==> src/rtl/mem_wb_stage.sv <==
// MEM/WB pipeline stage: valid/ready handshake with one skid entry, flush,
// load-data extraction and a forwarding port toward EX.
module mem_wb_stage #(
  parameter int XLEN       = 64,
  parameter int REG_ADDR_W = 5
) (
  input  logic                  clk,
  input  logic                  reset,
  input  logic                  flush,
  input  logic                  in_valid,
  output logic                  in_ready,
  input  logic                  in_mem_to_reg,
  input  logic                  in_reg_write,
  input  logic [2:0]            in_funct3,
  input  logic [XLEN-1:0]       in_mem_addr,
  input  logic [XLEN-1:0]       in_read_data,
  input  logic [REG_ADDR_W-1:0] in_rd,
  output logic                  out_valid,
  input  logic                  out_ready,
  output logic                  out_reg_write,
  output logic [REG_ADDR_W-1:0] out_rd,
  output logic [XLEN-1:0]       out_wb_data,
  output logic                  out_load_err,
  output logic                  fwd_en,
  output logic [REG_ADDR_W-1:0] fwd_rd,
  output logic [XLEN-1:0]       fwd_data
);

  localparam int OFF_W   = (XLEN == 64) ? 3 : 2;
  localparam bit IS_RV32 = (XLEN == 32);

  typedef struct packed {
    logic                  reg_write;
    logic                  load_err;
    logic [REG_ADDR_W-1:0] rd;
    logic [XLEN-1:0]       wb_data;
  } wb_entry_t;

  // Builds a complete write-back entry; a bad load zeroes the data and kills the write.
  function automatic wb_entry_t build_entry(
    input logic                  mem_to_reg,
    input logic                  reg_write,
    input logic [2:0]            funct3,
    input logic [XLEN-1:0]       addr,
    input logic [XLEN-1:0]       rdata,
    input logic [REG_ADDR_W-1:0] rd
  );
    wb_entry_t   entry;
    logic [2:0]  off;
    logic [31:0] lane;
    logic [XLEN-1:0] value;
    logic        bad;
    off   = 3'(addr[OFF_W-1:0]);
    lane  = 32'(rdata >> {off, 3'b000});
    value = '0;
    bad   = 1'b0;
    if (mem_to_reg) begin
      case (funct3)
        3'b000: value = XLEN'($signed(lane[7:0]));
        3'b100: value = XLEN'(lane[7:0]);
        3'b001: begin
          bad   = off[0];
          value = XLEN'($signed(lane[15:0]));
        end
        3'b101: begin
          bad   = off[0];
          value = XLEN'(lane[15:0]);
        end
        3'b010: begin
          bad   = (off[1:0] != 2'b00);
          value = XLEN'($signed(lane[31:0]));
        end
        3'b110: begin
          bad   = IS_RV32 || (off[1:0] != 2'b00);
          value = XLEN'(lane[31:0]);
        end
        3'b011: begin
          bad   = IS_RV32 || (off != 3'b000);
          value = rdata;
        end
        default: begin
          bad   = 1'b1;
          value = '0;
        end
      endcase
    end else begin
      value = addr;
    end
    entry.reg_write = reg_write & ~bad;
    entry.load_err  = bad;
    entry.rd        = rd;
    entry.wb_data   = bad ? '0 : value;
    return entry;
  endfunction

  wb_entry_t out_q, out_d;
  wb_entry_t skid_q, skid_d;
  wb_entry_t new_entry_s;
  logic      out_valid_q, out_valid_d;
  logic      skid_valid_q, skid_valid_d;
  logic      in_ready_q, in_ready_d;
  logic      fwd_en_q, fwd_en_d;
  logic      accept_s, consume_s;

  // Next-state for output register and skid entry; flush outranks any transfer.
  always_comb begin
    new_entry_s  = build_entry(in_mem_to_reg, in_reg_write, in_funct3,
                               in_mem_addr, in_read_data, in_rd);
    accept_s     = in_valid & in_ready_q;
    consume_s    = out_valid_q & out_ready;
    out_d        = out_q;
    out_valid_d  = out_valid_q;
    skid_d       = skid_q;
    skid_valid_d = skid_valid_q;
    if (flush) begin
      out_valid_d     = 1'b0;
      out_d.reg_write = 1'b0;
      skid_valid_d    = 1'b0;
    end else if (skid_valid_q) begin
      // in_ready is low whenever the skid is full, so nothing is accepted here
      if (consume_s) begin
        out_d        = skid_q;
        skid_valid_d = 1'b0;
      end else begin
        out_d        = out_q;
      end
    end else if (accept_s) begin
      if (!out_valid_q || out_ready) begin
        out_d       = new_entry_s;
        out_valid_d = 1'b1;
      end else begin
        skid_d       = new_entry_s;
        skid_valid_d = 1'b1;
      end
    end else if (consume_s) begin
      out_valid_d     = 1'b0;
      out_d.reg_write = 1'b0;
    end else begin
      out_valid_d = out_valid_q;
    end
    in_ready_d = ~skid_valid_d;
    fwd_en_d   = out_valid_d & out_d.reg_write & (out_d.rd != '0);
  end

  // State registers with synchronous reset.
  always_ff @(posedge clk) begin
    if (reset) begin
      out_q        <= '0;
      skid_q       <= '0;
      out_valid_q  <= 1'b0;
      skid_valid_q <= 1'b0;
      in_ready_q   <= 1'b1;
      fwd_en_q     <= 1'b0;
    end else begin
      out_q        <= out_d;
      skid_q       <= skid_d;
      out_valid_q  <= out_valid_d;
      skid_valid_q <= skid_valid_d;
      in_ready_q   <= in_ready_d;
      fwd_en_q     <= fwd_en_d;
    end
  end

  assign in_ready      = in_ready_q;
  assign out_valid     = out_valid_q;
  assign out_reg_write = out_q.reg_write;
  assign out_rd        = out_q.rd;
  assign out_wb_data   = out_q.wb_data;
  assign out_load_err  = out_q.load_err;
  assign fwd_en        = fwd_en_q;
  assign fwd_rd        = out_q.rd;
  assign fwd_data      = out_q.wb_data;

endmodule

==> config.mk <==
export PLATFORM = sky130hd
export DESIGN_NAME = mem_wb_stage
export DESIGN_NICKNAME = d
export VERILOG_FILES = /design/src/rtl/mem_wb_stage.sv
export SDC_FILE = /design/constraint.sdc
export NUM_CORES = 1
export LEC_CHECK = 0
export CAP_MARGIN = 10
export CORE_ASPECT_RATIO = 0.7
export CORE_MARGIN = 5
export CORE_UTILIZATION = 40
export DETAILED_ROUTE_END_ITERATION = 8
export GPL_ROUTABILITY_DRIVEN = 0
export PLACE_DENSITY_LB_ADDON = 0.08
export SYNTH_ARGS = -nofsm -noshare
export SYNTH_HDL_FRONTEND = slang
export SYNTH_SLANG_ARGS = --single-unit
==> constraint.sdc <==
create_clock -name clk -period 1.9 [get_ports clk]
set_input_delay 0.285 -clock clk [delete_from_list [all_inputs] [get_ports clk]]
set_output_delay 0.285 -clock clk [all_outputs]
set_load 0.02 [all_outputs]
==> flow_metrics.py, run 1 <==
metrics = {
    "logic_synthesis": {
        "synthesis.yosys.warnings": 0,
        "yosys_register_bits": 146,
        "synthFlopType": "dfxtp_1",
        "number_of_synthesized_flops_with_an_enable_pin": 0,
        "async_flop_share": 0,
        "ys_seq_area_frac": 0.2879,
        "synth.distinct_cells": 64,
        "syn_avg_cell_area_um2": 8.202,
        "synth_area_um2": 10150,
        "synthesis.nets": 1381,
        "post_synth_inst_count": 1238,
    },
    "global_routing": {
        "antenna_violations_before_repair": 1,
        "grt_pass1_wl_um": 67400,
        "globalRoute.totalOverflow": 0,
        "pin_count_of_the_biggest_net_entering_global_routing": 68,
        "grt_usage": 0.2954,
        "grt_pass1_vias": 11256,
    },
    "timing": {
        "min_period_over_period": 0.9987,
        "peak_freq_mhz": 527.0,
        "worst-slew-pin-transition_ns": 0.5964,
        "hold_slack_ns": 0.3228,
        "rsz0062_at_grt": "yes",
        "maxSlewViolCount": 0,
        "final_hold_violations": 0,
        "finClkSkew_ns": 0.007567,
        "slew-limit-headroom": 0.6009,
        "worst_setup_slack_after_layout_ns": 0.002375,
        "report.final.setup_viol": 0,
        "final.min_clock_period_ns": 1.898,
    },
    "drt": {
        "wire_per_inst_um": 22.94,
        "drt_wl_total_um": 44230,
        "dr_total_vias": 11907,
        "detail_route.drc_violations": 0,
        "drt_pre_antenna_iters": 7,
        "detailedRoute.firstIterationViolations": 1283,
        "vias_per_cell": 6.176,
        "ant_nets": 0,
    },
    "clock_network": {
        "clock_sinks": 146,
        "clkTransAtPathRegs_ns": 0.06,
        "ctsLongestPathBuffers": 2,
        "cts_tree": "yes",
        "cts.htree.levels": 4,
        "clk_root_buffer_cell": "clkbuf_16",
        "worst_skew_pair_latency_ns": 0.44,
        "numCtsBuffers": 17,
        "holdBufCountCts": 0,
    },
    "floorplan": {
        "io_pins": 286,
        "die_w_um": 200.4,
        "die_area_um2": 28720,
        "floorplan.rows": 48,
        "initial_utilization": 0.4094,
        "die_h_um": 143.3,
        "fp.coreArea_um2": 24800,
    },
    "pwr": {
        "cellPowerDensity_nw_per_um2": 612.0,
        "leakage_nw": 5.690,
        "vdd.ir_drop.worst_v": 0.0006510,
    },
    "critical_path": {
        "worst_path_largest_cell_delay_ns": 0.34,
        "crit_required_ns": 2.26,
        "crit_top_cell": "buf_12",
        "critPathArrivalTime_ns": 2.26,
        "startpoint_type_of_the_worst_setup_path": "flop",
        "worst-path-max-fanout": 15,
        "timing.critical_path.cells": "nand3b_1 -> buf_4 -> a211oi_4 -> buf_12 -> buf_12 -> o21ai_0 -> a21o_1 -> a21oi_1",
        "setup.worst_path.class": "flop to flop",
        "cp-end-kind": "flop",
        "critical_path.slowest_cell": "dfxtp_1",
    },
    "job": {
        "cap_violations": 0,
    },
    "layout": {
        "nets": 1731,
        "sequential_cell_area_um2": 2924,
        "footprint_of_the_multi_input_gates_um2": 6361,
        "drive_gt1_frac": 0.2317,
        "layout.core_utilization": 0.6272,
        "filler_cells": 2114,
        "area_growth_syn_to_layout_pct": 53.21,
    },
    "place": {
        "post-place-ws_ns": -0.6737,
        "port_buffers": 285,
        "dp_hpwl_um": 32740,
    },
    "outcome": {
        "run_status": "completed",
    },
    "worst_hold_path": {
        "worst_hold_path_type": "input pin to flop",
    },
}
## area by class of cell
cell class                      count  share of cell area
Timing Repair Buffer              534              0.3360
Tap cell                          325             0.02614
Antenna cell                        2           0.0003217
Clock inverter                     13             0.01021
Inverter                            8            0.001930
Clock buffer                       19             0.02847
Sequential cell                   146              0.1880
Multi-Input combinational cell    881              0.4089
## registers in the layout, indices dropped and copies added, names as in the netlist
register,count
out_valid,1
skid_valid_q,1
fwd_rd,5
out_reg_write,1
in_ready,1
fwd_data,64
out_load_err,1
fwd_en,1
skid_q,71
## cell usage after synthesis, types with 6 or more instances
master,number,area (µm²)
o41ai_1,10,87.58
nand2_1,152,570.6
o21ai_0,89,445.4
a221o_1,8,80.08
buf_2,24,120.1
o31ai_1,23,172.7
nand3_1,50,250.2
mux4_2,36,810.8
a21o_1,32,240.2
dfxtp_1,146,2923
a2111oi_0,11,96.34
o2bb2ai_1,33,289.0
a31oi_1,9,56.30
o32ai_1,16,140.1
buf_4,76,570.6
mux2_2,6,67.56
mux2i_1,21,210.2
a21oi_1,65,325.3
a32oi_1,20,175.2
nand3b_1,8,60.06
nor2_1,60,225.2
o2111ai_1,30,262.8
o211ai_1,68,510.5
a221oi_1,9,78.83
a211oi_1,20,150.1
a32o_1,9,90.09
o221ai_1,7,61.31
nor2b_1,8,50.05
inv_1,8,30.03
clkbuf_1,89,334.1
buf_1,9,33.78
nor3_1,29,145.1
## stage by stage
| step | total power [mW] | setup TNS [ns] | instances | area [µm²] |
|---|---|---|---|---|
| after floorplan | 4.547 | -1.577 | 1238 | 10250 |
| after global placement | 5.876 | -62.39 | 1888 | 14600 |
| after detailed placement | 5.893 | -64.96 | 1888 | 14600 |
| after CTS | 9.475 | 0 | 1925 | 15380 |
| after global routing | 9.812 | -0.2033 | 1926 | 15550 |
| final | 9.520 | 0 | 1928 | 15560 |
## logic make-up after synthesis
kind of cell,after synthesis,synth area share
buffers and inverters,211,0.1121
AO/OA/AOI/OAI,481,0.3400
AND/OR/NAND/NOR,336,0.1519
flip-flops,146,0.2879
multiplexers,63,0.1072
XOR/XNOR,1,0.0008628
## cell usage in the layout (no fill, tap or decap), types with 15 or more instances in the layout
master	n
a211oi_1	19
a21o_1	32
a21oi_1	64
a32oi_1	20
buf_12	33
buf_4	205
clkbuf_16	17
clkdlybuf4s50_1	266
dfxtp_1	145
mux2i_1	20
mux4_2	36
nand2_1	152
nand3_1	50
nor2_1	56
nor3_1	25
o2111ai_1	30
o211ai_1	68
o21ai_0	83
o2bb2ai_1	31
o31ai_1	20
o32ai_1	15
## timing repair
action,4_1_cts,5_1_grt
cloned,2,0
buffers inserted,3,1
resized for setup,25,41
endpoints found under the setup margin,87,104
pin swaps,6,5
## worst paths after layout
path | from | to | slack, ns | cells after the start
setup / recovery | skid_valid_q | fwd_data[15] | 0.002 | 8
hold / removal | in_read_data[35] | fwd_data[35] | 0.32 | 3
setup reg to reg | skid_valid_q | fwd_data[15] | 0.002 | 8
hold reg to reg | skid_q[66] | skid_q[66] | 0.46 | 2
## power by group
part | total (mW) | internal, mW | switching [mW]
combinational | 2.73 | 1.34 | 1.38
clock | 3.55 | 2.10 | 1.45
sequential | 3.24 | 3.15 | 0.0877
## metal layers
layer,up-vias,part of all wire,global-route usage
met2,644,0.42,0.4353
met4,2,0.019,0.07709
met3,63,0.098,0.07918
met5,-,0.00029,0
li1,5427,-,-
met1,5771,0.46,0.4301
## worst max-delay path: cells and delay by family (launching register included)
kind	cells	cell delay [ns]
simple gates	1	0.22
flops	1	0.34
buf+inv	3	0.61
compound gates	4	0.65
Power figures use the tool's default switching activity.
==> run 2: changes to the inputs <==
CAP_MARGIN = 30   (was 10)
==> results of run 2 <==
The final DEF is identical to that of run 1; final timing and power are the same.
